## src/rtl/card_deck_pkg.sv

```systemverilog
// card_deck_pkg: constants, card encoding and FSM state type shared by the card deck block.
//   DECK_SIZE  - number of cards in a full deck
//   RANK_MAX   - highest rank (king); ranks run 1..RANK_MAX
//   SUIT_*     - 2-bit suit encodings
//   card_t     - packed {suit, rank} card code, 6 bits
//   state_e    - deck controller states
package card_deck_pkg;

   localparam int unsigned DECK_SIZE = 52;
   localparam logic [3:0]  RANK_MAX  = 4'd13;
   localparam logic [5:0]  LAST_IDX  = 6'(DECK_SIZE - 1);
   localparam logic [5:0]  FULL_CNT  = 6'(DECK_SIZE);

   localparam logic [1:0] SUIT_CLUBS    = 2'd0;
   localparam logic [1:0] SUIT_DIAMONDS = 2'd1;
   localparam logic [1:0] SUIT_HEARTS   = 2'd2;
   localparam logic [1:0] SUIT_SPADES   = 2'd3;

   typedef struct packed {
      logic [1:0] suit;
      logic [3:0] rank;
   } card_t;

   typedef enum logic [1:0] {
      StLoad,
      StPick,
      StSwap,
      StReady
   } state_e;

endpackage

```

## src/rtl/lfsr6.sv

```systemverilog
// lfsr6: 6-bit Fibonacci LFSR, polynomial x^6 + x^5 + 1 (maximal length, period 63).
//   clk   - system clock, rising edge
//   rst   - synchronous active-high reset, loads SEED (0 is replaced by 1)
//   en    - advance one step this cycle
//   value - current LFSR state, never 0
module lfsr6 #(
   parameter logic [5:0] SEED = 6'b011110
) (
   input  logic       clk,
   input  logic       rst,
   input  logic       en,
   output logic [5:0] value
);

   // An all-zero state would lock the register up.
   localparam logic [5:0] SeedEff = (SEED == 6'd0) ? 6'd1 : SEED;

   logic [5:0] value_q, value_d;

   always_comb begin
      value_d = value_q;
      if (en) begin
         value_d = {value_q[4:0], value_q[5] ^ value_q[4]};
      end
   end

   always_ff @(posedge clk) begin
      if (rst) begin
         value_q <= SeedEff;
      end else begin
         value_q <= value_d;
      end
   end

   assign value = value_q;

endmodule

```

## src/rtl/card_deck.sv

```systemverilog
// card_deck: 52-card deck that loads in order, Fisher-Yates shuffles using lfsr6, then deals
// one card per accepted draw.
//   clk        - system clock, rising edge
//   rst        - synchronous active-high reset; restarts load and shuffle from SEED
//   draw       - request one card (honoured only when ready and cards remain)
//   reshuffle  - rebuild and reshuffle the deck (honoured only when ready; beats draw)
//   ready      - deck shuffled and able to serve draws
//   card_valid - one-cycle pulse: card_rank/card_suit hold a newly drawn card
//   card_rank  - 1 (ace) .. 13 (king), held between draws
//   card_suit  - 0 .. 3, held between draws
//   cards_left - undrawn cards remaining, 0 .. 52
//   deck_empty - ready and no cards left
module card_deck
   import card_deck_pkg::*;
#(
   parameter logic [5:0] SEED       = 6'b011110,
   parameter bit         SHUFFLE_EN = 1'b1
) (
   input  logic       clk,
   input  logic       rst,
   input  logic       draw,
   input  logic       reshuffle,
   output logic       ready,
   output logic       card_valid,
   output logic [3:0] card_rank,
   output logic [1:0] card_suit,
   output logic [5:0] cards_left,
   output logic       deck_empty
);

   state_e     state_q, state_d;
   logic [5:0] k_q, k_d;
   logic [5:0] i_q, i_d;
   logic [5:0] j_q, j_d;
   logic [5:0] ptr_q, ptr_d;
   logic [5:0] left_q, left_d;
   logic [1:0] suit_cnt_q, suit_cnt_d;
   logic [3:0] rank_cnt_q, rank_cnt_d;
   card_t      card_q, card_d;
   logic       valid_q, valid_d;

   // Deck storage needs no reset: every load pass rewrites all entries.
   card_t      deck_q [DECK_SIZE];

   logic [5:0] lfsr_value;
   logic [5:0] cand;
   logic       lfsr_en;

   // The LFSR only steps while picking, so a reshuffle continues the sequence.
   assign lfsr_en = (state_q == StPick);
   // LFSR never holds 0, so the candidate index spans 0..62.
   assign cand    = lfsr_value - 6'd1;

   lfsr6 #(
      .SEED(SEED)
   ) u_lfsr (
      .clk  (clk),
      .rst  (rst),
      .en   (lfsr_en),
      .value(lfsr_value)
   );

   always_comb begin
      state_d    = state_q;
      k_d        = k_q;
      i_d        = i_q;
      j_d        = j_q;
      ptr_d      = ptr_q;
      left_d     = left_q;
      suit_cnt_d = suit_cnt_q;
      rank_cnt_d = rank_cnt_q;
      card_d     = card_q;
      valid_d    = 1'b0;

      unique case (state_q)
         StLoad: begin
            // Rank wraps 13 -> 1 and carries into suit: k/13 and k%13+1 without a divider.
            k_d = k_q + 6'd1;
            if (rank_cnt_q == RANK_MAX) begin
               rank_cnt_d = 4'd1;
               suit_cnt_d = suit_cnt_q + 2'd1;
            end else begin
               rank_cnt_d = rank_cnt_q + 4'd1;
            end
            if (k_q == LAST_IDX) begin
               k_d        = 6'd0;
               rank_cnt_d = 4'd1;
               suit_cnt_d = 2'd0;
               i_d        = LAST_IDX;
               if (SHUFFLE_EN) begin
                  state_d = StPick;
               end else begin
                  state_d = StReady;
                  ptr_d   = 6'd0;
                  left_d  = FULL_CNT;
               end
            end
         end
         StPick: begin
            // Rejection sampling keeps j uniform-ish over 0..i.
            if (cand <= i_q) begin
               j_d     = cand;
               state_d = StSwap;
            end
         end
         StSwap: begin
            i_d = i_q - 6'd1;
            if (i_q > 6'd1) begin
               state_d = StPick;
            end else begin
               state_d = StReady;
               ptr_d   = 6'd0;
               left_d  = FULL_CNT;
            end
         end
         StReady: begin
            if (reshuffle) begin
               state_d = StLoad;
               left_d  = 6'd0;
            end else if (draw && (left_q != 6'd0)) begin
               valid_d = 1'b1;
               card_d  = deck_q[ptr_q];
               ptr_d   = ptr_q + 6'd1;
               left_d  = left_q - 6'd1;
            end
         end
         default: state_d = StLoad;
      endcase
   end

   always_ff @(posedge clk) begin
      if (rst) begin
         state_q    <= StLoad;
         k_q        <= 6'd0;
         i_q        <= LAST_IDX;
         j_q        <= 6'd0;
         ptr_q      <= 6'd0;
         left_q     <= 6'd0;
         suit_cnt_q <= 2'd0;
         rank_cnt_q <= 4'd1;
         card_q     <= '0;
         valid_q    <= 1'b0;
      end else begin
         state_q    <= state_d;
         k_q        <= k_d;
         i_q        <= i_d;
         j_q        <= j_d;
         ptr_q      <= ptr_d;
         left_q     <= left_d;
         suit_cnt_q <= suit_cnt_d;
         rank_cnt_q <= rank_cnt_d;
         card_q     <= card_d;
         valid_q    <= valid_d;
      end
   end

   always_ff @(posedge clk) begin
      if (state_q == StLoad) begin
         deck_q[k_q] <= '{suit: suit_cnt_q, rank: rank_cnt_q};
      end else if (state_q == StSwap) begin
         // When i == j both writes carry the same value.
         deck_q[i_q] <= deck_q[j_q];
         deck_q[j_q] <= deck_q[i_q];
      end
   end

   assign ready      = (state_q == StReady);
   assign card_valid = valid_q;
   assign card_rank  = card_q.rank;
   assign card_suit  = card_q.suit;
   assign cards_left = left_q;
   assign deck_empty = ready && (left_q == 6'd0);

endmodule

```

## config.mk

```make
export PLATFORM = sky130hd
export DESIGN_NAME = card_deck
export DESIGN_NICKNAME = d
export VERILOG_FILES = /design/src/rtl/card_deck_pkg.sv /design/src/rtl/lfsr6.sv /design/src/rtl/card_deck.sv
export SDC_FILE = /design/constraint.sdc
export NUM_CORES = 1
export LEC_CHECK = 0
export BUFFER_PORTS_ARGS = -buffer_cell sky130_fd_sc_hd__buf_2
export CAP_MARGIN = 20
export CORE_MARGIN = 2
export CORE_UTILIZATION = 25
export CTS_BUF_LIST = sky130_fd_sc_hd__clkbuf_8
export DETAILED_ROUTE_END_ITERATION = 10
export MAX_ROUTING_LAYER = met4
export PLACE_DENSITY = 0.41
export SLEW_MARGIN = 20
export SYNTH_ARGS = -nofsm -noshare
export SYNTH_HDL_FRONTEND = slang
export SYNTH_SLANG_ARGS = --single-unit
export TNS_END_PERCENT = 100
```

## constraint.sdc

```tcl
create_clock -name clk -period 7.05 [get_ports clk]
set_clock_uncertainty 0.15 [all_clocks]
set_input_delay 0.3525 -clock clk [delete_from_list [all_inputs] [get_ports clk]]
set_output_delay 0.3525 -clock clk [all_outputs]
set_load 0.02 [all_outputs]
```

==> results.cfg, run 1 <==
[outcome]
status = finished clean

[route]
vias = 19500
drc = 0
wl_met2_um = 49700
viasPerCell = 5.69
wl_met3_um = 8490
wl_um = 108000
drt_iter0_drc = 2306
wire_per_inst_um = 31.5
ant_nets = 0
m1WireLength_um = 46000
drtPass1Iterations = 6
top_layer_used = met4

[clocking]
cts_resized = 0
htree_levels = 3
cts_tree = built
cts.reportedPaths.clkPinSlew_ns = 0.06
cts_sinks = 375
cts-hold-fix-buffers = 1
clock_latency_ns = 0.71
cts_buffers = 73
cts.root.buffer_cell = clkbuf_8
cts_buffer_depth = 3
post_cts_buffers = 0

[critical_path]
r2r-end = deck_q[29][1]
cp_num_buf_inv = 3
max_stage_delay_ns = 0.96
critPathMostFrequentCell = buf_4
cp_data_required_time_ns = 7.28
rrSetupSlack_ns = 2.53
crit_type = flip-flop to flip-flop
worstPathMaxFanout = 18
worst_setup_path_end_kind = flip-flop
cp_top_family = simple AND/OR/NAND/NOR gates
worst-r2r-cell-count = 9
slowest_stage = nor2_4
start_kind = flip-flop
worstPathCellList = buf_4, nor2b_1, buf_4, a22oi_1, nand3_1, nand3_1, nor2_4, buf_4, mux2i_1
crit_arrival_ns = 4.75

[timing]
hold_viol_final = 0
finalSetupViolCount = 0
period_share_pct = 64.1
setup_slack_ns = 2.53
tightest_slew_ns = 1.17
drv_slew = 0
fin_setup_tns_ns = 0
fmax_mhz = 221
period_needed_ns = 4.52
slew_headroom_pct = 21.7
grt_setup_unrepaired = no

[place]
io_buffers = 18
placed_cells = 3296
place_congestion = 0.955
pre_cts_ws_ns = 2.57
hpwlAfterDp_um = 76100

[logic_synthesis]
ys_ff_latch = 375
synth_warnings = 0
synthArstFlopShare_pct = 0
synth-compound-area-share_pct = 11.0
yosysTopAreaCellShare_pct = 37.3
synth-seq-area-share_pct = 42.3
synth.most_common_cell = mux2i_1
muxShareOfSynthArea_pct = 30.1
synthXorXnorAreaFrac_pct = 0.592
synthTopCellsByCount = mux2i_1 (393), edfxtp_1 (312), a21oi_1 (153)
synth_nets = 2137
synthAdderAreaFrac_pct = 0.647
synth_area_mm2 = 0.0251
synth-edff-count = 312
yosysTopAreaCell = edfxtp_1
avgSynthCellArea_um2 = 11.9
ys.flop_type = edfxtp_1
yosys.area_share.simple_pct = 10.0
syn_inst = 2120
synth_cell_types = 77
synth.area.top_cells = edfxtp_1 (37%), mux2i_1 (16%), mux4_2 (12%)
synth_top_family_by_area = multiplexers

[power_and_ir_drop]
ir_drop_mv = 0.0879
pwr-share-seq_pct = 48.1
clockPowerShare_pct = 46.8
power_density_mw_per_mm2 = 182
p_leak_nw = 9.05
switchingPower_mw = 1.26
p_int_mw = 3.83
switching_share_pct = 24.8
pwr-share-comb_pct = 5.2

[die]
fp.dieH_um = 321
row_count = 116
die-width_um = 321
core_area_mm2 = 0.0999
start_util_pct = 25.2
dieArea_mm2 = 0.103
io_pins = 19

[job]
maxCapViolations = 0

[final_layout]
drive_above_1_share_pct = 20.9
nNetsFinal = 2094
syn2layout_area_growth_pct = 11.1
fin_util_pct = 27.9
final_cells = 3437

[grt]
grt-ovfl-total = 0
antenna_found_initial = 3
grt_start_max_net_pins = 70
grt.total_usage_pct = 21.3
grt_pass1_vias = 19100
grt_pass1_wl_um = 152000

[worst_hold_path]
min_from = rst
worstHoldEndpoint = k_q[0]
holdCritPathClass = input port to flip-flop
whs_path_depth = 2
[power by group through the flow]
stage,logic (mW),clock network (mW),registers (mW)
detailed placement,0.253,0,2.49
CTS,0.254,2.43,2.45
floorplan,0.169,0,2.48
global route,0.279,2.52,2.45
global placement,0.246,0,2.49
finish,0.262,2.38,2.45
[routing by layer]
| metal | global-route usage, % | vias up |
|---|---|---|
| met5 | - | - |
| met4 | 7.56 | 0 |
| met3 | 3.84 | 191 |
| met2 | 32.6 | 1038 |
| met1 | 28.2 | 10100 |
| li1 | - | 8246 |
[area by class of cell]
| cell class | instances | area, um^2 |
|---|---|---|
| antenna | 4 | 10.0 |
| timing repair buffer | 99 | 739 |
| tap | 1298 | 1620 |
| clock inverter | 52 | 402 |
| multi-input combinational | 1513 | 13300 |
| fill | 10300 | 71900 |
| sequential | 375 | 10700 |
| clock buffer | 81 | 1110 |
| inverter | 15 | 56.3 |
[sequential cells by signal, indices dropped and copies added, names as in the netlist, 4 cells and up, named ones only]
signal,cells
j_q,6
card_rank,4
deck_q,312
ptr_q,6
i_q,6
rank_cnt_q,4
k_q,6
cards_left,6
u_lfsr.value,6
[kinds of logic after synthesis]
group / Yosys count
muxes: 566
and+or+nand+nor: 501
AOI/OAI and AO/OA: 416
DFF: 375
buffers and inverters: 232
xor gates and xnor gates: 17
adders and majority gates: 13
[worst max-delay path by stage]
stage               endpoint  cells past startpoint        from  slack, ns
2_1_floorplan   deck_q[1][0]                      8  state_q[0]       4.31
5_1_grt        deck_q[11][1]                      9   flip-flop       2.45
6_report       deck_q[29][1]                      9   flip-flop       2.53
3_5_place_dp   deck_q[30][1]                      9   flip-flop       2.57
3_3_place_gp   deck_q[11][1]                      9   flip-flop       2.60
4_1_cts        deck_q[30][1]                      9   flip-flop       2.56
[cell usage in the layout, fill, tap and decap left out, drive strengths merged, types with 9 or more instances in the layout]
| master | instances |
|---|---|
| a221oi | 10 |
| a21oi | 172 |
| o221ai | 13 |
| nor4 | 9 |
| nand3 | 35 |
| nand4 | 10 |
| edfxtp | 312 |
| buf | 98 |
| nor3 | 136 |
| dfxtp | 63 |
| and3 | 9 |
| o22ai | 28 |
| ha | 13 |
| nand2 | 116 |
| clkinv | 26 |
| mux4 | 146 |
| a22oi | 53 |
| mux2i | 393 |
| a21o | 10 |
| nand2b | 14 |
| mux2 | 27 |
| or2 | 13 |
| inv | 32 |
| clkbuf | 81 |
| a211oi | 12 |
| nor2b | 24 |
| o21ai | 58 |
| and2 | 11 |
| nand3b | 12 |
| xor2 | 10 |
| nor2 | 93 |
[through the flow]
| step | power, mW | area, um^2 | hold slack [ns] |
|---|---|---|---|
| 2_1_floorplan | 2.65 | 25100 | 0.312 |
| 4_1_cts | 5.13 | 27900 | 0.0412 |
| 3_3_place_gp | 2.74 | 26300 | 0.338 |
| 3_5_place_dp | 2.75 | 26300 | 0.339 |
| 5_1_grt | 5.25 | 27900 | 0.0888 |
| 6_report | 5.09 | 27900 | 0.0749 |
No activity file was read; power rests on OpenSTA's default activity.
==> run 2, diff against run 1 <==
==> constraint.sdc (replaced) <==
create_clock -name clk -period 4.3 [get_ports clk]
set_clock_uncertainty 0.15 [all_clocks]
set_input_delay 0.215 -clock clk [delete_from_list [all_inputs] [get_ports clk]]
set_output_delay 0.215 -clock clk [all_outputs]
set_load 0.02 [all_outputs]
==> run 2 against run 1 <==
  * Sequential cell count did not move
  * Sequential share of layout area fell by 0.84 points
  * Count of clock-buffer cells in the layout fell by 1
  * Critical endpoint is now deck_q[13][3]
  * Largest power group unchanged
==> results.cfg, run 2 (synthesis gave the netlist of run 1 again) <==
[timing]
fin_setup_tns_ns = 0
drv_slew = 0
tightest_slew_ns = 1.08
fmax_mhz = 259
period_needed_ns = 3.86
period_share_pct = 89.8
grt_setup_unrepaired = no
fin_hold_ws_ns = 0.0626
hold_viol_final = 0
slew_headroom_pct = 28.0
finalSetupViolCount = 0

[die]
fp.dieH_um = 321
row_count = 116
die-width_um = 321
io_pins = 19
start_util_pct = 25.2
dieArea_mm2 = 0.103
core_area_mm2 = 0.0999

[final_layout]
layout_common_cells = mux2i_1 (393), edfxtp_1 (312), a21oi_1 (153)
largest_reg_flops = 312
nNetsFinal = 2172
largest-register = deck_q
layout_commonest_cell = mux2i_1
syn2layout_area_growth_pct = 13.6
fill_cells = 10300
drive_above_1_share_pct = 23.2

[critical_path]
slowest_stage = dfxtp_1
cp_data_required_time_ns = 4.53
crit_arrival_ns = 4.09
worst-r2r-cell-count = 6
cp_num_buf_inv = 2
max_stage_delay_ns = 1.01
cp_top_family = buffers and inverters
worst_setup_path_end_kind = flip-flop
r2r-end = deck_q[13][3]
rrSetupSlack_ns = 0.44
start_kind = flip-flop
worstPathMaxFanout = 32
worstPathCellList = inv_1, nor2_1, a2111oi_2, a22oi_2, buf_4, mux2i_1
crit_type = flip-flop to flip-flop

[place]
io_buffers = 18
hpwlAfterDp_um = 79400
place_congestion = 0.954

[power_and_ir_drop]
power_density_mw_per_mm2 = 285
p_leak_nw = 9.45
ir_drop_mv = 0.182

[worst_hold_path]
holdCritPathClass = input port to flip-flop
whs_path_depth = 6
min_from = draw
worstHoldEndpoint = ptr_q[0]

[route]
viasPerCell = 5.68
drtPass1Iterations = 6
wl_um = 111000
drt_iter0_drc = 2540
drc = 0
wire_per_inst_um = 31.5
vias = 19900
ant_nets = 0

[clocking]
cts.root.buffer_cell = clkbuf_8
htree_levels = 3
clock_latency_ns = 0.69
cts_tree = built
cts_buffer_depth = 3
post_cts_buffers = 0
cts_sinks = 375
cts.reportedPaths.clkPinSlew_ns = 0.05
cts_buffers = 74

[grt]
grt_start_max_net_pins = 53
top_usage_layer = met2
antenna_found_initial = 4
grt_pass1_vias = 19500
grt_pass1_wl_um = 155000
grtUsageMet1_pct = 28.6
met2_usage_pct = 33.4
grt.total_usage_pct = 21.8
met3_usage_pct = 3.99
grt-ovfl-total = 0

[job]
maxCapViolations = 0

[outcome]
status = finished clean
## run 2: cell count changes in the layout (fill, tap and decap cells not counted), moves of 3 or more
cell	before	now
buf_12	3	16
clkinv_2	12	8
o21ai_0	50	57
bufinv_16	7	4
o21ai_1	6	1
buf_4	75	139
inv_1	32	35
## run 2: per-layer routing
layer	vias to the layer above	part of all wire (%)
met2	1014	45
met1	10300	42
li1	8416	-
met3	205	8.3
met5	-	0
met4	0	3.9
## run 2: how the worst max path moves through the flow
stage / from / end / slack (ns) / cells past startpoint
2_1_floorplan: state_q[0] / deck_q[1][0] / 1.56 / 8
3_3_place_gp: flip-flop / deck_q[13][3] / 0.55 / 6
3_5_place_dp: flip-flop / deck_q[47][1] / 0.51 / 8
4_1_cts: flip-flop / deck_q[10][1] / 0.53 / 8
5_1_grt: flip-flop / deck_q[15][1] / 0.36 / 8
6_report: flip-flop / deck_q[13][3] / 0.44 / 6
## run 2: timing repair
item	in CTS	in global routing
hold endpoints to repair	33	0
hold buffers	3	0
setup endpoints to repair	0	0
resized for setup	0	0
## run 2: layout make-up
class                      instances  area, um^2  area share (%)
multi-input combinational       1513       13300            46.6
inverter                          15        56.3           0.197
clock buffer                      80        1100            3.86
clock inverter                    48         310            1.09
antenna                            4        10.0          0.0351
sequential                       375       10700            37.3
tap                             1298        1620            5.69
timing repair buffer             176        1480            5.20
## run 2: where the power goes
part,switching (mW),internal [mW]
clock,1.73,1.94
combinational,0.289,0.153
sequential,0.0339,3.98
total,2.05,6.08
## run 2: worst reg2reg max path, stage by stage, from the launching register on
cell and delay (ns):
dfxtp_1 1.01, inv_1 0.63, nor2_1 0.72, a2111oi_2 0.21, a22oi_2 0.23, buf_4 0.46
mux2i_1 0.18
## run 2: through the flow
| stage | util (%) | setup WS [ns] | instances | cell area (um^2) | total power [mW] |
|---|---|---|---|---|---|
| finish | 28.6 | 0.440 | 3509 | 28500 | 8.13 |
| global route | 28.6 | 0.359 | 3508 | 28500 | 8.39 |
| CTS | 28.6 | 0.525 | 3505 | 28500 | 8.20 |
| detailed placement | 27.1 | 0.514 | 3374 | 27100 | 4.52 |
| global placement | 27.1 | 0.553 | 3374 | 27100 | 4.51 |
| floorplan | - | 1.56 | 2120 | 25100 | 4.35 |
==> run 3, diff against run 2 <==
--- a/config.mk
+++ b/config.mk
@@ -7,12 +7,11 @@
 export LEC_CHECK = 0
 export BUFFER_PORTS_ARGS = -buffer_cell sky130_fd_sc_hd__buf_2
 export CAP_MARGIN = 20
-export CORE_MARGIN = 2
 export CORE_UTILIZATION = 25
 export CTS_BUF_LIST = sky130_fd_sc_hd__clkbuf_8
 export DETAILED_ROUTE_END_ITERATION = 10
 export MAX_ROUTING_LAYER = met4
-export PLACE_DENSITY = 0.41
+export PLACE_DENSITY_LB_ADDON = 0.15
 export SLEW_MARGIN = 20
 export SYNTH_ARGS = -nofsm -noshare
 export SYNTH_HDL_FRONTEND = slang
==> run 3 against run 2 <==
  * First-iteration DRC count shrank 5.7%
  * Critical path type unchanged
  * Clock power is 5% lower
  * Count of clock-buffer cells in the layout up 1
  * Highest routed layer unchanged
  * Sequential power hardly changed
  * Worst setup slack improved by 0.12 ns
  * Final cell count down 0.28%
  * Hold slack improved by 0.29 ns
==> results.cfg, run 3 (synthesis gave the netlist of run 1 again) <==
[timing]
grt_setup_unrepaired = no
fmax_mhz = 268
period_needed_ns = 3.74
hold_viol_final = 0
fin_setup_tns_ns = 0
setup_slack_ns = 0.565
tightest_slew_ns = 1.13
drv_slew = 0
period_share_pct = 86.9
finalSetupViolCount = 0
slew_headroom_pct = 24.4

[grt]
grt_start_max_net_pins = 61
antenna_found_initial = 3
grt-ovfl-total = 0
grt_pass1_wl_um = 158000
grt.total_usage_pct = 22.7
grt_pass1_vias = 19500

[die]
start_util_pct = 25.4
fp.dieH_um = 319
core_area_mm2 = 0.0990
row_count = 115
dieArea_mm2 = 0.102
die-width_um = 319
io_pins = 19

[critical_path]
start_kind = flip-flop
cp_data_required_time_ns = 4.53
crit_type = flip-flop to flip-flop
worst_setup_path_end_kind = flip-flop
worstPathCellList = buf_4, mux4_2, o21ai_0, nand3_1, a22oi_2, buf_4, mux2i_1
max_stage_delay_ns = 1.07
worstPathMaxFanout = 29
crit_arrival_ns = 3.97
critPathMostFrequentCell = buf_4
slowest_stage = dfxtp_2

[final_layout]
largest_reg_flops = 312
nNetsFinal = 2172
syn2layout_area_growth_pct = 12.7
largest-register = deck_q
drive_above_1_share_pct = 22.9
layout_common_cells = mux2i_1 (393), edfxtp_1 (312), a21oi_1 (153)
layout_commonest_cell = mux2i_1

[clocking]
htree_levels = 3
post_cts_buffers = 0
cts.reportedPaths.clkPinSlew_ns = 0.05
cts_buffers = 76
cts_tree = built
cts_buffer_depth = 3
clock_latency_ns = 0.72
cts_sinks = 375
cts.root.buffer_cell = clkbuf_8

[route]
m1WireLength_um = 48200
wl_met3_um = 8930
viasPerCell = 5.70
drtPass1Iterations = 5
drt_iter0_drc = 2394
wl_um = 114000
ant_nets = 0
top_layer_used = met4
wire_per_inst_um = 32.5
vias = 19900
wl_met2_um = 52000
drc = 0

[job]
maxCapViolations = 0

[place]
io_buffers = 18
place_congestion = 0.973
hpwlAfterDp_um = 81100
pre_cts_ws_ns = 0.675

[power_and_ir_drop]
ir_drop_mv = 0.155
p_leak_nw = 9.39
power_density_mw_per_mm2 = 281
p_total_mw = 7.96

[outcome]
status = finished clean

[worst_hold_path]
holdCritPathClass = flip-flop to flip-flop
[run 3: changes by cell type in the layout (fill, tap and decap cells not counted)]
cell	before	now
clkinv_1	12	20
buf_12	16	9
buf_4	139	143
bufinv_16	4	0
clkinvlp_4	4	1
diode_2	4	2
o22ai_1	26	28
o22ai_2	2	0
clkbuf_8	80	81
clkinv_2	8	9
dlygate4sd3_1	3	4
inv_6	0	1
inv_8	0	1
[run 3: power breakdown]
group / internal, mW / total, mW / switching [mW]
clock network: 1.73 / 3.50 / 1.77
registers: 3.98 / 4.01 / 0.0298
logic: 0.156 / 0.448 / 0.292
total: 5.87 / 7.96 / 2.09
[run 3: critical path, delay by kind of cell (launching register included)]
| family | cells | cell delay, ns |
|---|---|---|
| multiplexers | 2 | 0.43 |
| AO/OA/AOI/OAI | 2 | 0.62 |
| AND/OR/NAND/NOR | 1 | 0.37 |
| flip-flops | 1 | 1.07 |
| buffers and inverters | 2 | 0.75 |
[run 3: final cells by class]
cell class / instances / area, um^2
antenna: 2 / 5.00
tap: 1287 / 1610
clock inverter: 52 / 223
multi-input combinational: 1513 / 13300
fill: 10200 / 70700
timing repair buffer: 174 / 1380
clock buffer: 81 / 1110
sequential: 375 / 10700
inverter: 15 / 56.3
[run 3: per-stage QoR]
| stage | utilization (%) | area [um^2] | instances | hold WS [ns] |
|---|---|---|---|---|
| finish | 28.6 | 28300 | 3499 | 0.354 |
| global route | 28.6 | 28300 | 3498 | 0.392 |
| CTS | 28.6 | 28300 | 3497 | 0.355 |
| detailed placement | 27.2 | 27000 | 3360 | 0.340 |
| global placement | 27.2 | 27000 | 3360 | 0.341 |
| floorplan | - | 25100 | 2120 | 0.312 |
[run 3: final timing paths]
kind	cells after the start	slack [ns]	start	end
setup / recovery	7	0.56	flip-flop	deck_q[29][2]
hold / removal	2	0.35	k_q[1]	k_q[1]
setup reg to reg	7	0.56	flip-flop	deck_q[29][2]
hold reg to reg	2	0.35	k_q[1]	k_q[1]
[run 3: layer usage]
layer  up-vias  GRT usage, %
li1       8415             -
met1     10300          29.6
met2      1051          34.8
met3       215          4.36
met4         0          8.42
met5         -             -
[run 3: timing repair]
item,CTS,global route
hold buffers,4,0
gates resized for setup,0,0
hold endpoints to repair,34,0
